File: src/rtl/cu_pkg.sv
// Shared encodings for the control-unit micro-sequencer: decoder state codes,
// operation codes and the op-to-condition-line mapping.
package cu_pkg;

    typedef enum logic [3:0] {
        ST_IDLE     = 4'b0000,
        ST_DISPATCH = 4'b0001,
        ST_EXEC     = 4'b0011,
        ST_COMPLETE = 4'b1010
    } cu_state_e;

    // Op codes are {a,b}; the condition lines are {m,l,k,j}.
    localparam logic [1:0] OP_J = 2'b00;
    localparam logic [1:0] OP_K = 2'b10;
    localparam logic [1:0] OP_L = 2'b01;
    localparam logic [1:0] OP_M = 2'b11;

    function automatic logic [1:0] cond_idx(input logic [1:0] op);
        logic [1:0] idx;
        case (op)
            OP_J:    idx = 2'd0;
            OP_K:    idx = 2'd1;
            OP_L:    idx = 2'd2;
            default: idx = 2'd3;
        endcase
        return idx;
    endfunction

endpackage

File: src/rtl/cu_wait_timer.sv
// Saturating EXEC-cycle counter with synchronous clear and a terminal flag
// raised when the count reaches MAX_WAIT-1.
module cu_wait_timer #(
    parameter int MAX_WAIT = 15,
    parameter int CNT_W    = 8
) (
    input  logic             clk,
    input  logic             rst_n,
    input  logic             clr,
    input  logic             en,
    output logic [CNT_W-1:0] cnt,
    output logic             term
);

    localparam logic [CNT_W-1:0] CNT_MAX  = {CNT_W{1'b1}};
    localparam logic [CNT_W-1:0] CNT_TERM = CNT_W'(MAX_WAIT - 1);

    always_ff @(posedge clk or negedge rst_n) begin
        if (!rst_n) begin
            cnt <= '0;
        end else if (clr) begin
            cnt <= '0;
        end else if (en && (cnt != CNT_MAX)) begin
            cnt <= cnt + CNT_W'(1);
        end
    end

    assign term = (cnt == CNT_TERM);

endmodule

File: src/rtl/cu_seq.sv
// Registered micro-sequencer feeding the control-unit decoder: drives the
// {c,d,e,f} state vector, operand select and mode from a start/op handshake.
//
// state       | meaning
// ST_IDLE     | waiting for start; outputs hold last operation's sel/mode/wait_cnt
// ST_DISPATCH | one cycle after accept; branches on captured mode
// ST_EXEC     | waiting on the selected condition line, counting non-hold cycles
// ST_COMPLETE | one-cycle done pulse, then back to idle
module cu_seq
    import cu_pkg::*;
#(
    parameter int MAX_WAIT = 15,
    parameter int CNT_W    = 8
) (
    input  logic             clk,
    input  logic             rst_n,
    input  logic             start,
    input  logic [1:0]       op,
    input  logic             mode,
    input  logic [3:0]       cond,
    input  logic             hold,
    input  logic             abort,
    output logic [3:0]       st,
    output logic [1:0]       sel,
    output logic             mode_q,
    output logic             busy,
    output logic             done,
    output logic             timeout,
    output logic [CNT_W-1:0] wait_cnt
);

    cu_state_e  state_q, state_d;
    logic [1:0] sel_q;
    logic       mode_r;
    logic       timeout_q;
    logic       capture;
    logic       set_timeout;
    logic       cnt_clr;
    logic       cnt_en;
    logic       cnt_term;

    cu_wait_timer #(
        .MAX_WAIT (MAX_WAIT),
        .CNT_W    (CNT_W)
    ) u_wait_timer (
        .clk   (clk),
        .rst_n (rst_n),
        .clr   (cnt_clr),
        .en    (cnt_en),
        .cnt   (wait_cnt),
        .term  (cnt_term)
    );

    always_ff @(posedge clk or negedge rst_n) begin
        if (!rst_n) begin
            state_q <= ST_IDLE;
        end else begin
            state_q <= state_d;
        end
    end

    // The counter only advances on a cycle that leaves EXEC untouched, so the
    // cycle that sees the condition (or times out) does not add to wait_cnt.
    always_comb begin
        state_d     = state_q;
        capture     = 1'b0;
        set_timeout = 1'b0;
        cnt_clr     = 1'b0;
        cnt_en      = 1'b0;
        case (state_q)
            ST_IDLE: begin
                if (start && !abort) begin
                    capture = 1'b1;
                    cnt_clr = 1'b1;
                    state_d = ST_DISPATCH;
                end
            end
            ST_DISPATCH: begin
                if (abort) begin
                    state_d = ST_IDLE;
                end else if (mode_r) begin
                    cnt_clr = 1'b1;
                    state_d = ST_EXEC;
                end else begin
                    state_d = ST_COMPLETE;
                end
            end
            ST_EXEC: begin
                if (abort) begin
                    state_d = ST_IDLE;
                end else if (hold) begin
                    state_d = ST_EXEC;
                end else if (cond[cond_idx(sel_q)]) begin
                    state_d = ST_COMPLETE;
                end else if (cnt_term) begin
                    set_timeout = 1'b1;
                    state_d     = ST_COMPLETE;
                end else begin
                    cnt_en = 1'b1;
                end
            end
            ST_COMPLETE: begin
                state_d = ST_IDLE;
            end
            default: begin
                state_d = ST_IDLE;
            end
        endcase
    end

    always_ff @(posedge clk or negedge rst_n) begin
        if (!rst_n) begin
            sel_q     <= 2'b00;
            mode_r    <= 1'b0;
            timeout_q <= 1'b0;
        end else begin
            if (capture) begin
                sel_q     <= op;
                mode_r    <= mode;
                timeout_q <= 1'b0;
            end else if (set_timeout) begin
                timeout_q <= 1'b1;
            end
        end
    end

    assign st      = state_q;
    assign sel     = sel_q;
    assign mode_q  = mode_r;
    assign timeout = timeout_q;
    assign busy    = (state_q != ST_IDLE);
    assign done    = (state_q == ST_COMPLETE);

endmodule

File: config.mk
export PLATFORM = sky130hd
export DESIGN_NAME = cu_seq
export DESIGN_NICKNAME = d
export VERILOG_FILES = /design/src/rtl/cu_pkg.sv /design/src/rtl/cu_wait_timer.sv /design/src/rtl/cu_seq.sv
export SDC_FILE = /design/constraint.sdc
export NUM_CORES = 1
export LEC_CHECK = 0
export CORE_ASPECT_RATIO = 1.25
export CORE_UTILIZATION = 24
export DETAILED_ROUTE_END_ITERATION = 7
export PLACE_DENSITY = 0.51
export SYNTH_ARGS = -nofsm -noshare
export SYNTH_HDL_FRONTEND = slang
export SYNTH_SLANG_ARGS = --single-unit
export TNS_END_PERCENT = 100
File: constraint.sdc
create_clock -name clk -period 5.6 [get_ports clk]
set_input_delay 0.56 -clock clk [delete_from_list [all_inputs] [get_ports clk]]
set_output_delay 0.56 -clock clk [all_outputs]
set_load 0.005 [all_outputs]
* Word level (Yosys, flattened, before mapping)
Index checks and enable logic that the tools add are counted.
Operators by class: $add $sub $neg 1, $lt $le $gt $ge 1, equal/unequal tests 9, multiplexer cells 33, reduce and logical (&&, ||, !) cells 9
Operators by type and width (count):
- $mux 4 | 7
- $mux 1 | 17
- $mux 8 | 2
- $pmux 4 s3 | 1
- $add 8x1->8 const B | 1
- $eq 8x4->1 const B | 1
- $ne 8x8->1 const B | 1
- $mux 2 | 3
- $pmux 2 s3 | 1
- $ne 5x5->1 const B | 1
- $eq 4x1->1 const B | 1
- $eq 4x2->1 const B | 1
- $eq 4x4->1 const B | 1
- $logic_not 4->1 | 1
- $reduce_bool 2->1 | 2
- $reduce_bool 4->1 | 1
- $lt 2x3->1 const B | 1
- $bmux 1 s2 | 1
- $eq 2x1->1 const B | 1
- $eq 2x2->1 const B | 1
- $logic_and 1x1->1 | 2
- $logic_not 2->1 | 1
- $ne 2x2->1 const B | 1
- $pmux 1 s2 | 1
- other kinds (2) | 2
Storage, ports and cells: bits in registers 16, input bits 12, output and inout port bits 18, word-level logic and storage cells 58

* Depth between registers and ports, before layout
Gate-level depths: netlist (run 1).
depth after elaboration 14, gate-level depth with buffers 6, gate-level depth less buffers 6

* Modules after synthesis
A second synthesis (run 1) with hierarchy kept.
Unflattened totals: cells, all modules 92, area total of the unflattened synthesis 924.6 µm²
By module, submodules not included:
- cu_wait_timer | times used 1, cells an instance 56, area an instance 518.0 µm², seq. area each 200.2 µm²
- cu_seq | times used 1, cells an instance 36, area an instance 406.6 µm², seq. area each 175.2 µm²

* Least setup slack after synthesis (run 1)
No wires, ideal clock.
path type input to register, start point input port cond[3], end point register u_wait_timer.cnt[5], data arrival time 2.156 ns, data required time 5.521 ns, path slack 3.364 ns, stages on the path 5, cells stage by stage mux4_2 or4b_4 buf_6 nor4_2 mux2i_1
Between the ends: longest elaborated chain between the ends 8
Ends and longest elaborated chain:
- from (decl) | RTL line cu_seq.sv:20 | input logic [3:0] cond,
- $bmux 1 s2 | RTL line cu_seq.sv:93 | end else if (cond[cond_idx(sel_q)]) begin
- $mux 1 (not written as such) | RTL line cu_seq.sv:93
- $mux 1 | RTL line cu_seq.sv:93
- $mux 1 | RTL line cu_seq.sv:91 | end else if (hold) begin
- $mux 1 | RTL line cu_seq.sv:89 | if (abort) begin
- $mux 1 | RTL line cu_seq.sv:70 | case (state_q)
- $logic_and 1x1->1 | RTL line cu_wait_timer.sv:23 | end else if (en && (cnt != CNT_MAX)) begin
- $reduce_bool 2->1 (no line)
- to (signal assigned) | RTL line cu_wait_timer.sv:24 | cnt <= cnt + CNT_W'(1);
- to (decl) | RTL line cu_wait_timer.sv:11 | output logic [CNT_W-1:0] cnt,
No other way between the ends. The select of a mux whose other input is x is not followed. A chain may end at the register's enable or synchronous reset.

* Worst setup path after layout (run 1)
start point input port cond[3], end point register u_wait_timer.cnt[7]
The elaborated chain is that of the path after synthesis.

==> results.sh, run 1 <==
export IMPL_status="complete, but fails checks"
export IMPL_violations="DRC"
export IMPL_yosysWarnings=0
export IMPL_cts_resized=0
export IMPL_path_class="in2reg"
export IMPL_route_vias_total=746
export IMPL_critPathLaunchType="input port"
export IMPL_avgRoutedWirePerCell_um=14.0
export IMPL_power_w=0.000294
export IMPL_synthTopCellsByCount="dfrtp_1 (15), nand2_1 (10), mux2i_1 (9)"
export IMPL_yosys_area_top_type_share_pct=40.3
export IMPL_drt_iter0_markers=21
export IMPL_yosys_cell_types_count=34
export IMPL_ant_nets=0
export IMPL_die_area_mm2=0.00413
export IMPL_design_area_mm2=0.00129
export IMPL_slew_headroom_pct=49.8
export IMPL_syn_avg_cell_area_um2=11.4
export IMPL_worst_pin_slew_ns=0.751
export IMPL_setup_tns_final_ns=0
export IMPL_initial_core_util_pct=25.8
export IMPL_p_switching_w=0.0000800
export IMPL_grt_max_degree=16
export IMPL_die_x_um=57.7
export IMPL_syn_nets=96
export IMPL_grt_setup_unrepaired="false"
export IMPL_die_height_um=71.6
export IMPL_insertedDiodeCount=0
export IMPL_cts_sinks=15
export IMPL_synth_area_leader_cell="dfrtp_1"
export IMPL_syn_inst=82
export IMPL_worstPathRequired_ns=5.79
export IMPL_antenna_found_initial=0
export IMPL_io_buffers=28
export IMPL_placed_area_mm2=0.00124
export IMPL_num_rows=24
export IMPL_synthFlopType="dfrtp_1"
export IMPL_core_area_mm2=0.00360
export IMPL_p_int_w=0.000214
export IMPL_power_switching_share_pct=27.2
export IMPL_ys_ff_latch=15
export IMPL_post_route_util_pct=35.7
export IMPL_slew_viol_final=0
export IMPL_period_minus_slack_ns=2.45
export IMPL_post_drt_via_cell_ratio=4.97
export IMPL_clk_latency_ns=0.26
export IMPL_path_max_fanout=11
export IMPL_cp_end_kind="flip-flop"
export IMPL_hold_class="reg2reg"
export IMPL_fmax_ghz=0.407
export IMPL_areaGrowthSynthToFinish_pct=38.3
export IMPL_combPwrFrac_pct=23.7
export IMPL_power_frac_seq_pct=44.5
export IMPL_drive_gt1_share_pct=15.3
export IMPL_hpwlAfterDp_um=1550
export IMPL_timing_final_crit_share_pct=43.8
export IMPL_drv_cap=0
export IMPL_postCtsHoldBufs=0
export IMPL_yosysSeqAreaShare_pct=40.3
export IMPL_grt_first_pass_wirelength_um=3510
export IMPL_grtUsageTotal_pct=11.3
export IMPL_leakagePower_nw=0.508
export IMPL_cts_root_buf="clkbuf_8"
export IMPL_grt_pass1_vias=756
export IMPL_clkTransAtPathRegs_ns=0.07
export IMPL_grt_overflow=0
export IMPL_setup_violations=0
export IMPL_postRouteWirelength_um=2090
export IMPL_cts_setup_buffers=0
export IMPL_cts_buffers=3
export IMPL_io_pins=30
export IMPL_netlist_area_um2=931
export IMPL_synth_most_common_cell="dfrtp_1"
export IMPL_hold_violations=0
export IMPL_peakVddDrop_v=0.000127
export IMPL_cts_max_level=1
export IMPL_drt_first_pass_iters=5
export IMPL_cp_arrival_ns=2.64
export IMPL_nNetsFinal=126
export IMPL_finClkSkew_ns=0.00764
export IMPL_synth_area_leaders="dfrtp_1 (40%), mux2i_1 (9.7%), nor4_4 (4.6%)"
export IMPL_drt_drc_violations_left=2
export IMPL_cts_tree="done"
export IMPL_clk_path_buf_depth=2
export IMPL_place_congestion=0.725
export IMPL_synth_edff_count=0
export IMPL_pwr_share_clk_pct=31.9
export IMPL_async_flop_share_pct=100
export IMPL_power_density_mw_per_mm2=229
sequential cells by signal, indices dropped and copies added (netlist names):
signal            flops
u_wait_timer.cnt      8
st                    3
sel                   2
mode_q                1
timeout               1
path summary, 6_finish.rpt:
kind	start	end	slack [ns]	cells past startpoint
max in group asynchronous	rst_n	u_wait_timer.cnt[2]	4.38	1
max	cond[3]	u_wait_timer.cnt[7]	3.15	5
min in group asynchronous	rst_n	sel[0]	0.74	1
min reg2reg	timeout	timeout	0.50	1
max reg2reg	sel[0]	u_wait_timer.cnt[7]	3.40	4
min	timeout	timeout	0.50	1
placed cells by master (no fill, tap or decap), drive strengths merged, types with 2 or more instances in the layout:
cell | synthesis | layout
and3 | 3 | 3
clkbuf | 2 | 3
clkdlybuf4s50 | 0 | 28
dfrtp | 15 | 15
ha | 2 | 2
inv | 4 | 4
mux2 | 3 | 3
mux2i | 9 | 9
nand2 | 10 | 10
nand2b | 5 | 5
nand3 | 3 | 3
nor4 | 5 | 5
nor4b | 2 | 2
cell families after synthesis:
| kind of cell | Yosys count | share of synthesized area (%) |
|---|---|---|
| simple gates | 38 | 31.7 |
| flops | 15 | 40.3 |
| mux | 13 | 15.7 |
| buf+inv | 8 | 4.44 |
| compound gates | 5 | 4.71 |
| fa+ha+maj | 2 | 2.69 |
| other cells | 1 | 0.403 |
through the flow:
step           setup WS (ns)  instances  hold slack (ns)
3_3_place_gp            2.90        146            0.481
2_1_floorplan           3.36         82            0.264
6_report                3.15        150            0.503
4_1_cts                 3.14        150            0.503
5_1_grt                 2.99        150            0.545
3_5_place_dp            2.87        146            0.487
per-layer routing:
| layer | up-vias | track usage [%] | share of wire (%) |
|---|---|---|---|
| li1 | 354 | - | - |
| met1 | 356 | 13.0 | 42 |
| met2 | 29 | 19.5 | 49 |
| met3 | 7 | 1.62 | 5.4 |
| met4 | 0 | 7.14 | 2.9 |
| met5 | - | 0 | 0 |
worst max-delay path, stage by stage:
cell and delay, ns:
clkdlybuf4s50_1 0.39, mux4_2 0.46, or4b_4 0.65, nor4b_2 0.36, mux2i_1 0.22
area by class of cell:
cell class              count  area (um2)
well taps                  39        48.8
repair buffers             29         288
inverters                   4        15.0
clock inverters             1        5.00
flip-flops and latches     15         375
multi-input cells          59         514
fillers                   381        2320
clock buffers               3        41.3
power by group through the flow:
stage                     sequential [W]  clock (W)  combinational (W)
after CTS                       0.000131  0.0000950          0.0000709
final                           0.000131  0.0000938          0.0000696
after detailed placement        0.000133          0          0.0000704
after global placement          0.000133          0          0.0000701
after global routing            0.000133   0.000101          0.0000760
after floorplan                 0.000132          0          0.0000307
Power figures use the tool's default switching activity.
==> run 2, diff against run 1 <==
- PLACE_DENSITY: 0.51 -> 0.53
- clock period: 5.6 -> 2.05 ns (I/O delays scaled with it)
==> run 2 against run 1 <==
The flow finishes with violations (DRC, setup timing). Design area up 5.2%. Core utilization up 1.8 points. Non-clock buffer count up 6. Sequential share of layout area down 1.4 points. Clock power rose to 2.6 times the previous value. Setup slack worse by 3.2 ns. Routed wire length up 3.1%. Largest power group unchanged. Highest routed layer unchanged.
==> results.sh, run 2 (synthesized netlist as in run 1, its figures left out) <==
export IMPL_path_max_fanout=5
export IMPL_grt_setup_unrepaired="true"
export IMPL_cts_setup_buffers=0
export IMPL_io_pins=30
export IMPL_setup_tns_final_ns=-0.213
export IMPL_grt_max_degree=16
export IMPL_ant_nets=0
export IMPL_fmax_ghz=0.475
export IMPL_postRouteWirelength_um=2160
export IMPL_cts_sinks=15
export IMPL_worstPathRequired_ns=2.22
export IMPL_nNetsFinal=133
export IMPL_setup_ws_ns=-0.0563
export IMPL_fillers=365
export IMPL_drv_cap=0
export IMPL_status="complete, but fails checks"
export IMPL_postCtsHoldBufs=0
export IMPL_violations="DRC, setup timing"
export IMPL_post_route_util_pct=37.6
export IMPL_antenna_found_initial=0
export IMPL_avgRoutedWirePerCell_um=13.7
export IMPL_cp_arrival_ns=2.28
export IMPL_largest_reg_flops=8
export IMPL_path_class="reg2reg"
export IMPL_power_frac_seq_pct=42.5
export IMPL_p_int_w=0.000608
export IMPL_initial_core_util_pct=25.8
export IMPL_clk_path_buf_depth=2
export IMPL_hpwlAfterDp_um=1600
export IMPL_worst_pin_slew_ns=0.730
export IMPL_preCtsSetupSlack_ns=-0.298
export IMPL_seqCellArea_um2=375
export IMPL_grtUsageTotal_pct=11.4
export IMPL_final_common_cell="clkdlybuf4s50_1"
export IMPL_drive_gt1_share_pct=19.5
export IMPL_place_congestion=0.792
export IMPL_pwr_share_clk_pct=29.9
export IMPL_clkTransAtPathRegs_ns=0.07
export IMPL_cts_max_level=1
export IMPL_peakVddDrop_v=0.000288
export IMPL_grt_pass1_vias=816
export IMPL_areaGrowthSynthToFinish_pct=45.4
export IMPL_multi_input_area_um2=537
export IMPL_cts_root_buf="clkbuf_8"
export IMPL_route_vias_total=789
export IMPL_top_register="u_wait_timer.cnt"
export IMPL_p_switching_w=0.000220
export IMPL_timing_final_crit_share_pct=103
export IMPL_grt_overflow=0
export IMPL_cp_end_kind="flip-flop"
export IMPL_grt_first_pass_wirelength_um=3620
export IMPL_post_drt_via_cell_ratio=5.03
export IMPL_critPathLaunchType="flip-flop"
export IMPL_period_minus_slack_ns=2.11
export IMPL_slew_headroom_pct=51.2
export IMPL_cts_tree="done"
export IMPL_num_rows=24
export IMPL_drt_first_pass_iters=6
export IMPL_finClkSkew_ns=0.00294
export IMPL_insertedDiodeCount=0
export IMPL_power_density_mw_per_mm2=612
export IMPL_leakagePower_nw=0.537
export IMPL_setup_violations=6
export IMPL_layout_common_cells="clkdlybuf4s50_1 (28), dfrtp_1 (15), nand2_1 (10), mux2i_1 (9), buf_4 (7)"
export IMPL_io_buffers=28
export IMPL_cts_buffers=3
export IMPL_slew_viol_final=0
export IMPL_die_area_mm2=0.00413
export IMPL_hold_class="in2async"
export IMPL_clk_latency_ns=0.25
export IMPL_drt_drc_violations_left=1
export IMPL_combPwrFrac_pct=27.6
export IMPL_die_x_um=57.7
export IMPL_hold_violations=0
export IMPL_die_height_um=71.6
export IMPL_drt_iter0_markers=10
export IMPL_core_area_mm2=0.00360
export IMPL_power_switching_share_pct=26.6
[run 2: cell types whose count changed in the layout (fill, tap and decap cells not counted), sizes merged]
cell	previous run	this run
buf	1	7
clkbuf	3	4
clkinv	1	0
or4b	1	2
[run 2: critical path, stage by stage, from the launching register on]
cell and delay, ns:
dfrtp_1 0.38, mux4_2 0.53, or4b_4 0.58, nor3_2 0.32, mux2i_1 0.21
[run 2: metrics by stage]
step	cell area [um2]	hold WS [ns]	power, W	instances
after global routing	1350	0.451	0.000870	157
after floorplan	931	-0.0906	0.000443	82
final	1350	0.389	0.000829	157
after global placement	1290	0.480	0.000579	152
after detailed placement	1290	0.486	0.000580	152
after CTS	1350	0.421	0.000838	157
[run 2: final cells by class]
type / instances / area share (%)
Multi-Input combinational cell: 60 / 39.6
Inverter: 4 / 1.11
Timing Repair Buffer: 35 / 24.6
Tap cell: 39 / 3.60
Clock buffer: 4 / 3.33
Sequential cell: 15 / 27.7
[run 2: what timing repair did]
item / CTS / global route
gates resized for setup: 1 / 1
endpoints found under the setup margin: 7 / 7
cloned: 1 / 0
pin swaps: 0 / 3
[run 2: worst paths after layout]
| check | to | startpoint | depth (start not counted) | slack, ns |
|---|---|---|---|---|
| worst max-delay path | u_wait_timer.cnt[1] | sel[0] | 4 | -0.06 |
| worst min-delay path | mode_q | rst_n | 1 | 0.39 |
| worst max register to register | u_wait_timer.cnt[1] | sel[0] | 4 | -0.06 |
| worst min register to register | timeout | timeout | 1 | 0.50 |
| max in group asynchronous | u_wait_timer.cnt[2] | rst_n | 1 | 1.20 |
| min in group clk | timeout | timeout | 1 | 0.50 |
[run 2: power by group through the flow]
stage	Combinational, W	Clock (W)	Sequential [W]
4_1_cts	0.000230	0.000254	0.000353
3_3_place_gp	0.000223	0	0.000356
2_1_floorplan	0.0000837	0	0.000359
6_report	0.000228	0.000248	0.000353
5_1_grt	0.000247	0.000267	0.000356
3_5_place_dp	0.000223	0	0.000356
[run 2: per-layer routing]
layer | GRT usage (%) | vias up | routed length [um]
li1 | - | 374 | -
met1 | 13.3 | 379 | 901
met2 | 19.5 | 32 | 1080
met3 | 3.25 | 4 | 141
met4 | 4.76 | 0 | 31
met5 | 0 | - | 0
